[src/rtl/multicycle_ctrl_fsm.sv]
// multicycle_ctrl_fsm
// Control sequencer for the multi-cycle MIPS-subset datapath (R-type, ADDI,
// ORI, BEQ, LW, SW). Walks one instruction at a time through
// FETCH/DECODE/EXEC/MEM/WB, handshaking with variable-latency instruction and
// data memories. Illegal opcodes and memory timeouts park the FSM in TRAP
// until reset.
//
// Ports
//   clk_i, rst_i                     clock (rising edge), async active-high reset
//   instr_op_i                       opcode from the IR, sampled in DECODE
//   imem_ready_i / dmem_ready_i      memory handshakes (ignored outside FETCH/MEM)
//   imem_req_o, ir_write_o, pc_write_o, branch_o       fetch / PC control
//   ALU_src2_sel_o, ALU_op_o                            ALU control
//   reg_w1_addr_sel_o, reg_w1_data_sel_o, reg_write_o   register file control
//   DM_read_o, DM_write_o                               data memory strobes
//   instr_done_o, instr_count_o                         retire pulse / counter
//   trap_o, trap_cause_o, state_o                       status
module multicycle_ctrl_fsm #(
  parameter int MEM_TIMEOUT = 16,  // 1..255
  parameter int CNT_W       = 16
) (
  input  logic             clk_i,
  input  logic             rst_i,
  input  logic [5:0]       instr_op_i,
  input  logic             imem_ready_i,
  input  logic             dmem_ready_i,
  output logic             imem_req_o,
  output logic             ir_write_o,
  output logic             pc_write_o,
  output logic             branch_o,
  output logic             ALU_src2_sel_o,
  output logic [5:0]       ALU_op_o,
  output logic             reg_w1_addr_sel_o,
  output logic             reg_w1_data_sel_o,
  output logic             reg_write_o,
  output logic             DM_read_o,
  output logic             DM_write_o,
  output logic             instr_done_o,
  output logic [CNT_W-1:0] instr_count_o,
  output logic             trap_o,
  output logic [1:0]       trap_cause_o,
  output logic [2:0]       state_o
);

  typedef enum logic [2:0] {
    S_FETCH  = 3'd0,
    S_DECODE = 3'd1,
    S_EXEC   = 3'd2,
    S_MEM    = 3'd3,
    S_WB     = 3'd4,
    S_TRAP   = 3'd5
  } state_t;

  localparam logic [5:0] OP_R    = 6'h00;
  localparam logic [5:0] OP_BEQ  = 6'h04;
  localparam logic [5:0] OP_ADDI = 6'h08;
  localparam logic [5:0] OP_ORI  = 6'h0D;
  localparam logic [5:0] OP_LW   = 6'h23;
  localparam logic [5:0] OP_SW   = 6'h2B;

  localparam logic [1:0] C_ILLEGAL = 2'd1;
  localparam logic [1:0] C_IMEM_TO = 2'd2;
  localparam logic [1:0] C_DMEM_TO = 2'd3;

  localparam logic [8:0] TIMEOUT = 9'(MEM_TIMEOUT);

  state_t           state_q, state_d;
  logic [5:0]       op_q, op_d;
  logic [7:0]       wait_q, wait_d;
  logic [1:0]       cause_q, cause_d;
  logic [CNT_W-1:0] cnt_q;
  logic             timeout;

  function automatic logic legal_op(input logic [5:0] op);
    return (op == OP_R) || (op == OP_BEQ) || (op == OP_ADDI) ||
           (op == OP_ORI) || (op == OP_LW) || (op == OP_SW);
  endfunction

  always_ff @(posedge clk_i or posedge rst_i) begin
    if (rst_i) begin
      state_q <= S_FETCH;
      op_q    <= '0;
      wait_q  <= '0;
      cause_q <= '0;
      cnt_q   <= '0;
    end else begin
      state_q <= state_d;
      op_q    <= op_d;
      wait_q  <= wait_d;
      cause_q <= cause_d;
      if (instr_done_o) cnt_q <= cnt_q + CNT_W'(1);
    end
  end

  // This wait cycle would be the MEM_TIMEOUT-th one; a ready seen in the
  // same cycle takes priority over the trap.
  assign timeout = ({1'b0, wait_q} + 9'd1) == TIMEOUT;

  always_comb begin
    state_d           = state_q;
    op_d              = op_q;
    cause_d           = cause_q;
    wait_d            = '0;   // cleared on any state change
    imem_req_o        = 1'b0;
    ir_write_o        = 1'b0;
    pc_write_o        = 1'b0;
    branch_o          = 1'b0;
    ALU_src2_sel_o    = 1'b0;
    reg_w1_addr_sel_o = 1'b0;
    reg_w1_data_sel_o = 1'b0;
    reg_write_o       = 1'b0;
    DM_read_o         = 1'b0;
    DM_write_o        = 1'b0;
    instr_done_o      = 1'b0;

    case (state_q)
      S_FETCH: begin
        imem_req_o = 1'b1;
        if (imem_ready_i) begin
          ir_write_o = 1'b1;
          pc_write_o = 1'b1;
          state_d    = S_DECODE;
        end else if (timeout) begin
          state_d = S_TRAP;
          cause_d = C_IMEM_TO;
        end else begin
          wait_d = wait_q + 8'd1;
        end
      end
      S_DECODE: begin
        op_d = instr_op_i;
        if (legal_op(instr_op_i)) state_d = S_EXEC;
        else begin
          state_d = S_TRAP;
          cause_d = C_ILLEGAL;
        end
      end
      S_EXEC: begin
        ALU_src2_sel_o = (op_q == OP_ADDI) || (op_q == OP_ORI) ||
                         (op_q == OP_LW)   || (op_q == OP_SW);
        if (op_q == OP_BEQ) begin
          branch_o     = 1'b1;
          instr_done_o = 1'b1;
          state_d      = S_FETCH;
        end else if ((op_q == OP_LW) || (op_q == OP_SW)) begin
          state_d = S_MEM;
        end else begin
          state_d = S_WB;
        end
      end
      S_MEM: begin
        // Immediate stays selected so the effective address holds steady.
        ALU_src2_sel_o = 1'b1;
        DM_read_o      = (op_q == OP_LW);
        DM_write_o     = (op_q == OP_SW);
        if (dmem_ready_i) begin
          if (op_q == OP_LW) state_d = S_WB;
          else begin
            instr_done_o = 1'b1;
            state_d      = S_FETCH;
          end
        end else if (timeout) begin
          state_d = S_TRAP;
          cause_d = C_DMEM_TO;
        end else begin
          wait_d = wait_q + 8'd1;
        end
      end
      S_WB: begin
        reg_write_o       = 1'b1;
        reg_w1_addr_sel_o = (op_q == OP_R);
        reg_w1_data_sel_o = (op_q == OP_LW);
        instr_done_o      = 1'b1;
        state_d           = S_FETCH;
      end
      S_TRAP: ;
      default: state_d = S_FETCH;
    endcase

    // Reset parks the FSM in FETCH; keep the fetch strobes quiet meanwhile.
    if (rst_i) begin
      imem_req_o = 1'b0;
      ir_write_o = 1'b0;
      pc_write_o = 1'b0;
    end
  end

  assign ALU_op_o      = op_q;
  assign instr_count_o = cnt_q;
  assign trap_o        = (state_q == S_TRAP);
  assign trap_cause_o  = cause_q;
  assign state_o       = state_q;

endmodule

[config.mk]
export PLATFORM = sky130hd
export DESIGN_NAME = multicycle_ctrl_fsm
export DESIGN_NICKNAME = d
export VERILOG_FILES = /design/src/rtl/multicycle_ctrl_fsm.sv
export SDC_FILE = /design/constraint.sdc
export NUM_CORES = 1
export LEC_CHECK = 0
export BUFFER_PORTS_ARGS = -buffer_cell sky130_fd_sc_hd__buf_2
export CELL_PAD_IN_SITES_DETAIL_PLACEMENT = 1
export CELL_PAD_IN_SITES_GLOBAL_PLACEMENT = 2
export CORE_MARGIN = 2
export CORE_UTILIZATION = 34
export CTS_BUF_LIST = sky130_fd_sc_hd__clkbuf_2
export DETAILED_ROUTE_END_ITERATION = 8
export PLACE_DENSITY_LB_ADDON = 0.1
export SYNTH_ARGS = -nofsm -noshare
export SYNTH_HDL_FRONTEND = slang
export SYNTH_SLANG_ARGS = --single-unit
[constraint.sdc]
create_clock -name clk_i -period 2.3 [get_ports clk_i]
set_input_delay 0.345 -clock clk_i [delete_from_list [all_inputs] [get_ports clk_i]]
set_output_delay 0.345 -clock clk_i [all_outputs]
set_load 0.01 [all_outputs]
==> results of run 1 <==
## kinds of logic (layout without fill, tap and decap cells)
kind of cell	after synthesis	in the layout	share of synthesized area [%]
AO/OA/AOI/OAI	20	20	9.22
XOR/XNOR	22	22	9.99
adder cells (fa/ha/maj)	2	2	1.30
buffers and inverters	13	66	3.18
flip-flops	35	35	45.4
multiplexers	5	5	2.92
AND/OR/NAND/NOR	92	92	28.0
## area by class of cell
| type | count | share of cell area, % |
|---|---|---|
| clock buffer | 6 | 1.31 |
| timing repair buffer | 52 | 11.7 |
| multi-input combinational | 141 | 43.4 |
| sequential | 35 | 38.2 |
| inverter | 8 | 1.41 |
| tap | 72 | 3.92 |
## worst register-to-register path: cells and delay by family, from the launching register on
family,cells,cell delay [ns]
compound gates,1,0.37
fa+ha+maj,1,0.23
flops,1,0.45
simple gates,4,0.82
## placed cells by master, fill, tap and decap left out, types with 3 or more instances in the layout
| cell type | Yosys | routed |
|---|---|---|
| xor2_1 | 9 | 9 |
| nor3_1 | 11 | 10 |
| mux2_2 | 5 | 5 |
| and4_1 | 3 | 3 |
| nand4_1 | 8 | 8 |
| nor2b_1 | 3 | 3 |
| xnor2_1 | 13 | 13 |
| nor2_1 | 15 | 14 |
| nor3_2 | 3 | 4 |
| and2_1 | 4 | 4 |
| o21a_1 | 3 | 3 |
| clkbuf_2 | 0 | 6 |
| a21oi_1 | 3 | 3 |
| dfrtp_1 | 35 | 32 |
| and3_1 | 4 | 4 |
| buf_2 | 2 | 48 |
| o21ai_0 | 4 | 4 |
| nand2_1 | 16 | 16 |
| inv_1 | 6 | 5 |
| buf_4 | 2 | 4 |
| nand3_1 | 6 | 6 |
| dfrtp_2 | 0 | 3 |
## per-stage QoR
stage | cells | hold WS [ns]
5_1_grt | 314 | 0.0886
2_1_floorplan | 189 | 0.462
3_3_place_gp | 308 | 0.453
3_5_place_dp | 308 | 0.465
6_report | 314 | 0.0639
4_1_cts | 314 | 0.0505
## Yosys cell counts, drive strengths merged, types with 2 or more instances
library cell / n
and4: 3
ha: 2
nor2: 15
inv: 8
nand2: 16
o21ai: 5
mux2: 5
nor3: 14
xnor2: 13
a311oi: 3
a21oi: 3
xor2: 9
dfrtp: 35
nor3b: 2
or3: 2
o21a: 3
and3: 4
nand3: 7
and2: 4
nor4: 2
nand2b: 3
buf: 5
nand4: 10
nor2b: 3
## sequential cells by signal, summed over array words and instances (netlist names)
name and cells:
trap_cause_o 2, wait_q 8, state_o 3, instr_count_o 16, ALU_op_o 6
## per-layer routing
| metal | share of wire (%) | wire length, um | up-vias | track usage (%) |
|---|---|---|---|---|
| li1 | - | - | 784 | - |
| met2 | 49 | 2420 | 25 | 27.7 |
| met1 | 47 | 2300 | 815 | 21.5 |
| met4 | 0.88 | 43 | 0 | 3.62 |
| met3 | 3.0 | 149 | 4 | 4.32 |
| met5 | 0 | 0 | - | 0 |
## worst paths after layout
kind,from,cells past startpoint,slack [ns],to
max,state_o[2],4,0.12,reg_w1_addr_sel_o
min,rst_i,3,0.06,instr_count_o[4]
max reg2reg,wait_q[0],6,0.35,trap_cause_o[0]
min reg2reg,instr_count_o[15],1,0.48,instr_count_o[15]
max in group asynchronous,rst_i,3,1.88,ALU_op_o[2]
min in group clk_i,instr_op_i[3],3,0.21,ALU_op_o[3]
## power by group through the flow
stage	Clock, W	Sequential (W)	Combinational, W
2_1_floorplan	0	0.000955	0.000564
3_3_place_gp	0	0.000966	0.000869
3_5_place_dp	0	0.000982	0.000891
4_1_cts	0.000276	0.000973	0.000897
5_1_grt	0.000299	0.00102	0.000987
6_report	0.000262	0.000985	0.000882
## what timing repair did
action                                  CTS  global route
gates resized for setup                   1             5
pin swaps                                 0             1
endpoints found under the setup margin    2             3
==> run metrics, run 1 <==
slowest stage delay, CP approximately 0.53 ns; Routed Wire Length roughly 4900 um; synth top area cells dfrtp_1 (45%), xnor2_1 (5.9%), xor2_1 (4.1%); Hold Path Class in2async; Seq/Total Area, Yosys a little under half; Total Routing Usage GR between 10% and 20%; dpl hpwl 3660 um; final core occ 41.8%; CTS H-tree depth 2; RSZ-0062 raised after global routing no; status complete, no violations; cell family with most CP delay simple AND/OR/NAND/NOR gates; Setup WS pre-CTS ~0.29 ns; DRT antenna net count 0; largest net degree at the start of global routing 36; Fillers 680; Final Skew 0.0132 ns; Max-slew headroom between 60% and 70%; Synth Area per Inst about 10 sq um; drt first pass iters 4; grt ovf 0; Cells after Synth about 190; EDFF count, synth 0; initial antenna violation count 0; Clock Tree Buf Depth 2; share of power burned in registers between 40 and 50%; layout cell share with drive strength beyond 1 33.9%; worst setup margin roughly 0.12 ns; clock share of power around 12%; top-level I/O count 49; fin crit period around 2.2 ns; worst path required time between 1.5 and 2 ns; Die W ~80 um; LEAKAGE between 1 and 1.5 nW; Sink Count 35; endpoints failing setup 0; dominant cell type by area after synthesis dfrtp_1; number of synthesis warnings 0; Post-Syn Area about 1900 sq um; Syn Nets between 200 and 250; combinational fraction of design power 41.4%; PwrDens 926 nW/um^2; Psw slightly above 0.0009 W; Final Net Count around 260; Final period util a little over nine tenths; CP endpoint kind primary output; Hold Buf Count CTS 0; vias per cell between 5 and 6; WL/cell roughly 16 um; CP max-delay cell dfrtp_2; Die Ht approximately 79 um; Num CTS Buffers 5; fin area 2300 sq um; Top FF cell, synth dfrtp_1; Final TNS setup 0 ns; Setup Fix Bufs, Post-CTS 0; arrival time at the worst endpoint ~1.8 ns; CTS tree done; Peak Freq ~460 MHz; Buffers on Ports 48; worst path cell trace inv_2, nor3_2, and4_1, buf_2; vias in the first global route 1702; largest fanout on the critical path 11; # DRC 0; Synth-to-Final Area Change 19.3%; Worst VDD drop roughly 0.45 mV; post-synthesis sequential element count 35; first-pass GRT wire length between 8000 and 9000 um; CP Class reg2out; Core ar. between 5000 and 6000 sq um; multi-input logic area around 1000 sq um; Worst-Margin Slew between 0.4 and 0.5 ns; WP buf/inv 2; ANT cells 0; asr flop ratio synth 100%; number of DRC markers in iteration 0 48; Root Buffer clkbuf_2; placed inst area 2260 sq um; Initial Util 35.0%; switch share a little over two fifths; Max Cap Viol 0; total power between 0.002 and 0.0025 W; FP Rows 27; Slew Viols, Final 0; Yosys top cell area share a little under half; clk slew on worst S/H paths around 0.17 ns; GPL Wtd Cong between 0.7 and 0.8; total number of vias ~1600; post-synthesis cell type count 47; register area 880 sq um; Die ar. between 6000 and 7000 sq um; P_int 0.00121 W; crit start category flip-flop; Worst-Skew Late Latency approximately 0.38 ns; Fin. Hold Viols 0
(Power assumes the default switching activity.)
==> run 2, diff against run 1 <==
--- a/config.mk
+++ b/config.mk
@@ -12,7 +12,7 @@
 export CORE_UTILIZATION = 34
 export CTS_BUF_LIST = sky130_fd_sc_hd__clkbuf_2
 export DETAILED_ROUTE_END_ITERATION = 8
-export PLACE_DENSITY_LB_ADDON = 0.1
+export PLACE_DENSITY = 0.87
 export SYNTH_ARGS = -nofsm -noshare
 export SYNTH_HDL_FRONTEND = slang
 export SYNTH_SLANG_ARGS = --single-unit
==> run metrics, run 2 (synthesis gave the netlist of run 1 again) <==
total power 0.00225 W (+5.6%); Fillers 665 (-2.2%); Root Buffer clkbuf_2; Buffers on Ports 48 (unchanged); CTS H-tree depth 2 (unchanged); CTS tree done; Total Routing Usage GR 17.0% (+0.44 points); Worst VDD drop 0.547 mV (+21%); total number of vias 1653 (+1.5%); gr busiest metal met2; CP max-delay cell dfrtp_1; CP Class reg2out; Final Skew 0.0142 ns (+0.00102 ns); Final period util 92.5% (-2.2 points); dpl hpwl 3650 um (-0.24%); Hold Path Class in2async; # DRC 0 (unchanged); Die W 79.3 um (unchanged); largest fanout on the critical path 5 (-6); GPL Wtd Cong 0.839 (+12%); commonest cells after routing, fill and taps aside buf_2 (48), dfrtp_1 (34), nand2_1 (16), nor2_1 (14), buf_4 (14); Synth-to-Final Area Change 23.4%; arrival time at the worst endpoint 1.78 ns (-0.05 ns); DRT antenna net count 0 (unchanged); top-level I/O count 49 (unchanged); RSZ-0062 raised after global routing no; Worst-Margin Slew 0.448 ns (-0.0209 ns); WP buf/inv 2 (unchanged); WL/cell 14.9 um (-4.7%); Worst path depth 5 (+1); M1 GR Usage 22.7% (+1.2 points); largest net degree at the start of global routing 36 (unchanged); max reg flops 16 (unchanged); Final Net Count 265 (+3.9%); commonest non-fill, non-tap cell in the layout buf_2; final core occ 43.2% (+1.4 points); PwrDens 946 nW/um^2 (+2.2%); ANT cells 0 (unchanged); Num CTS Buffers 5 (unchanged); cell family with most CP delay flip-flops; number of DRC markers in iteration 0 48 (unchanged); worst path required time 1.96 ns (about the same); drt first pass iters 4 (unchanged); Peak Freq 470 MHz (+2.4%); GR Util met2 26.7% (-1.0 points); Routed Wire Length 4840 um (-1.4%); vias per cell 5.09 (-1.9%); R2R cell count 6 (unchanged); grt ovf 0 (unchanged); Fin. Hold Viols 0 (unchanged); slowest stage delay, CP 0.46 ns (-0.07 ns); Initial Util 35.0% (unchanged); initial antenna violation count 0 (unchanged); Final TNS setup 0 ns (unchanged); CP endpoint kind primary output; met3 Usage GRT 4.55% (+0.23 points); fin crit period 2.13 ns (-0.0509 ns); endpoints failing setup 0 (unchanged); LEAKAGE 1.15 nW (+4.7%); Die ar. 6290 sq um (unchanged); first-pass GRT wire length 8250 um (+1.9%); vias in the first global route 1647 (-3.2%); Sink Count 35 (unchanged); Slew Viols, Final 0 (unchanged); Die Ht 79.3 um (unchanged); Core ar. 5510 sq um (unchanged); Clock Tree Buf Depth 2 (unchanged); layout cell share with drive strength beyond 1 36.0% (+2.1 points); crit start category flip-flop; status complete, no violations; Max Cap Viol 0 (unchanged); Worst-Skew Late Latency 0.39 ns (about the same); clk slew on worst S/H paths 0.18 ns (about the same); flop-to-flop setup slack 0.37 ns (+0.02 ns); Max-slew headroom 70.2% (+1.4 points); worst path cell trace nor3b_1, and4_2, a311oi_4, inv_4, buf_2; FP Rows 27 (unchanged)
==> run 2: repair_timing <==
| item | 4_1_cts | 5_1_grt |
|---|---|---|
| pin swaps | 1 | 1 |
| gates resized for setup | 0 | 5 |
| hold buffers | 0 | 0 |
| setup buffers | 1 | 3 |
| endpoints found under the setup margin | 1 | 1 |
==> run 2: final timing paths <==
path,start,to
hold reg to reg,trap_cause_o[1],trap_cause_o[1]
max in group asynchronous,rst_i,instr_count_o[11]
hold / removal,rst_i,trap_cause_o[0]
setup reg to reg,wait_q[0],wait_q[4]
min in group clk_i,instr_op_i[3],ALU_op_o[3]
setup / recovery,state_o[1],instr_done_o
==> run 2: final cells by class <==
| type | instances | area [sq um] | share of cell area, % |
|---|---|---|---|
| tap | 72 | 90.1 | 3.79 |
| timing repair buffer | 62 | 345 | 14.5 |
| clock buffer | 5 | 25.0 | 1.05 |
| multi-input combinational | 141 | 1000 | 42.0 |
| clock inverter | 2 | 8.76 | 0.368 |
| sequential | 35 | 877 | 36.9 |
| inverter | 8 | 32.5 | 1.37 |
==> run 2: worst register-to-register path, delay by kind of cell (launching register included) <==
family	cells	cell delay [ns]
simple gates	4	0.79
flops	1	0.46
compound gates	1	0.37
fa+ha+maj	1	0.23
==> run 2: metrics by stage <==
stage,cells,worst slack (ns),cell area (sq um),hold slack [ns]
6_report,325,0.173,2380,0.0241
5_1_grt,325,0.0218,2380,0.00993
4_1_cts,322,0.0862,2350,0.0330
3_5_place_dp,314,0.368,2300,0.470
3_3_place_gp,314,0.427,2300,0.461
2_1_floorplan,189,0.458,1930,0.462
==> run 2: power breakdown <==
group	total [W]	switching, W	internal (W)
Clock	0.000265	0.000201	0.0000642
Combinational	0.00104	0.000560	0.000483
Sequential	0.000942	0.000190	0.000752
Total	0.00225	0.000951	0.00130
==> run 2: routing by layer <==
metal | wire length (um) | part of all wire [%] | up-vias
li1 | - | - | 803
met1 | 2250 | 47 | 820
met2 | 2360 | 49 | 25
met3 | 157 | 3.2 | 5
met4 | 65 | 1.3 | 0
met5 | 0 | 0 | -
==> run 3, diff against run 2 <==
--- a/config.mk
+++ b/config.mk
@@ -8,6 +8,7 @@
 export BUFFER_PORTS_ARGS = -buffer_cell sky130_fd_sc_hd__buf_2
 export CELL_PAD_IN_SITES_DETAIL_PLACEMENT = 1
 export CELL_PAD_IN_SITES_GLOBAL_PLACEMENT = 2
+export CORE_ASPECT_RATIO = 2
 export CORE_MARGIN = 2
 export CORE_UTILIZATION = 34
 export CTS_BUF_LIST = sky130_fd_sc_hd__clkbuf_2
==> run metrics, run 3 (synthesis gave the netlist of run 1 again) <==
# DRC 0 (unchanged); clk slew on worst S/H paths 0.17 ns (about the same); Die Ht 110 um (+39%); Die W 57.3 um (-28%); arrival time at the worst endpoint 1.81 ns (+0.03 ns); vias per cell 5.30 (+4.2%); P_int 0.00124 W (-4.4%); register area 876 sq um (-0.14%); Sink Count 35 (unchanged); first-pass GRT wire length 8330 um (+0.92%); multi-input logic area 998 sq um (-0.13%); Max-slew headroom 69.0% (-1.2 points); layout cell share with drive strength beyond 1 33.1% (-2.9 points); Slew Viols, Final 0 (unchanged); crit start category flip-flop; Core ar. 5470 sq um (-0.70%); initial antenna violation count 1 (+1); Buffers on Ports 48 (unchanged); Fillers 658 (-1.1%); FP Rows 38 (+41%); worst path required time 1.96 ns (about the same); LEAKAGE 1.13 nW (-2.0%); DRT antenna net count 0 (unchanged); status complete, no violations; CP endpoint kind primary output; Synth-to-Final Area Change 20.8%; Worst VDD drop 0.610 mV (+12%); Die ar. 6330 sq um (+0.58%); Hold Path Class in2reg; max reg flops 16 (unchanged); WL/cell 16.2 um (+8.9%); Root Buffer clkbuf_2; combinational fraction of design power 44.4% (-1.9 points); number of DRC markers in iteration 0 22 (-54%); drt first pass iters 2 (-2); top-level I/O count 49 (unchanged); total placed cells including tap cells 299 (-4.8%); CTS H-tree depth 2 (unchanged); Routed Wire Length 5010 um (+3.5%); grt ovf 0 (unchanged); flop-to-flop setup slack 0.33 ns (-0.04 ns); GPL Wtd Cong 0.794 (-5.4%); Fin. Hold Viols 0 (unchanged); switch share 42.4% (+0.17 points); Clock Tree Buf Depth 2 (unchanged); CP Class reg2out; Total Routing Usage GR 17.1% (+0.10 points); Num CTS Buffers 5 (unchanged); Final period util 93.9% (+1.4 points); Final Non-Filler Cells 309 (-4.9%); endpoints failing setup 0 (unchanged); Peak Freq 463 MHz (-1.5%); Max Cap Viol 0 (unchanged); Final Skew 0.00758 ns (-0.00661 ns); total number of vias 1638 (-0.91%); total power 0.00216 W (-4.1%); dpl hpwl 3990 um (+9.5%); PwrDens 926 nW/um^2 (-2.0%); CTS tree done; largest net degree at the start of global routing 29 (-19%); commonest cells after routing, fill and taps aside buf_2 (48), dfrtp_1 (35), nand2_1 (16), nor2_1 (14), xnor2_1 (13); clock share of power 11.9% (about the same); vias in the first global route 1714 (+4.1%); share of power burned in registers 43.7% (+1.8 points); Worst-Margin Slew 0.465 ns (+0.0173 ns); Final TNS setup 0 ns (unchanged); fin crit period 2.16 ns (+0.0318 ns); commonest non-fill, non-tap cell in the layout buf_2; Final Net Count 260 (-1.9%); Worst-Skew Late Latency 0.36 ns (-0.03 ns); Psw 0.000915 W (-3.7%); RSZ-0062 raised after global routing no; largest fanout on the critical path 9 (+4); final core occ 42.6% (-0.61 points); Initial Util 35.3% (+0.25 points)
## run 3: changes by cell type in the layout (fill, tap and decap cells not counted)
cell           before  now
buf_4              14    8
diode_2             0    1
inv_2               2    1
and4_1              2    3
dlygate4sd3_1       0    1
and4_2              1    0
dfrtp_2             1    0
dfrtp_1            34   35
inv_1               5    6
## run 3: through the flow
stage          instance area (sq um)  worst slack (ns)  hold WS (ns)
5_1_grt                         2330            0.0138         0.199
6_report                        2330             0.141         0.204
4_1_cts                         2320            0.0436         0.186
3_3_place_gp                    2270             0.350         0.313
2_1_floorplan                   1930             0.458         0.462
3_5_place_dp                    2270             0.308         0.313
## run 3: worst max-delay path, stage by stage (launching register included)
cell      delay, ns
dfrtp_1        0.49
inv_1          0.21
nor3_2         0.11
a311oi_4       0.39
inv_4          0.10
buf_2          0.15
## run 3: path summary, 6_finish.rpt
kind	startpoint	end	depth (start not counted)
min in group asynchronous	rst_i	state_o[0]	3
setup / recovery	state_o[0]	instr_done_o	5
hold / removal	instr_op_i[3]	ALU_op_o[3]	3
max in group asynchronous	rst_i	wait_q[4]	4
setup reg to reg	wait_q[0]	state_o[1]	6
hold reg to reg	instr_count_o[13]	instr_count_o[13]	1
## run 3: metal layers
| metal | vias to the layer above | GRT usage, % | part of all wire (%) |
|---|---|---|---|
| met4 | 0 | 6.98 | 2.6 |
| met2 | 27 | 33.0 | 60 |
| met3 | 9 | 2.69 | 2.8 |
| met1 | 810 | 17.1 | 34 |
| met5 | - | 0 | 0 |
| li1 | 792 | - | - |
## run 3: cell type report
class                   count  area share (%)
inverters                   8            1.40
repair buffers             57            13.3
diodes                      1           0.107
multi-input cells         141            42.9
clock buffers               5            1.07
clock inverters             2           0.376
flip-flops and latches     35            37.6
well taps                  60            3.22
## run 3: timing repair
action,in CTS,in global routing
hold endpoints to repair,7,0
hold buffers,1,0
pin swaps,1,0
gates resized for setup,0,2
setup endpoints to repair,1,1
buffers inserted,1,0
## run 3: power groups by stage
stage | registers, W | clock network, W | logic [W]
2_1_floorplan | 0.000955 | 0 | 0.000564
3_3_place_gp | 0.000941 | 0 | 0.000934
3_5_place_dp | 0.000947 | 0 | 0.000952
4_1_cts | 0.000936 | 0.000274 | 0.000973
5_1_grt | 0.000971 | 0.000302 | 0.00105
6_report | 0.000942 | 0.000257 | 0.000958
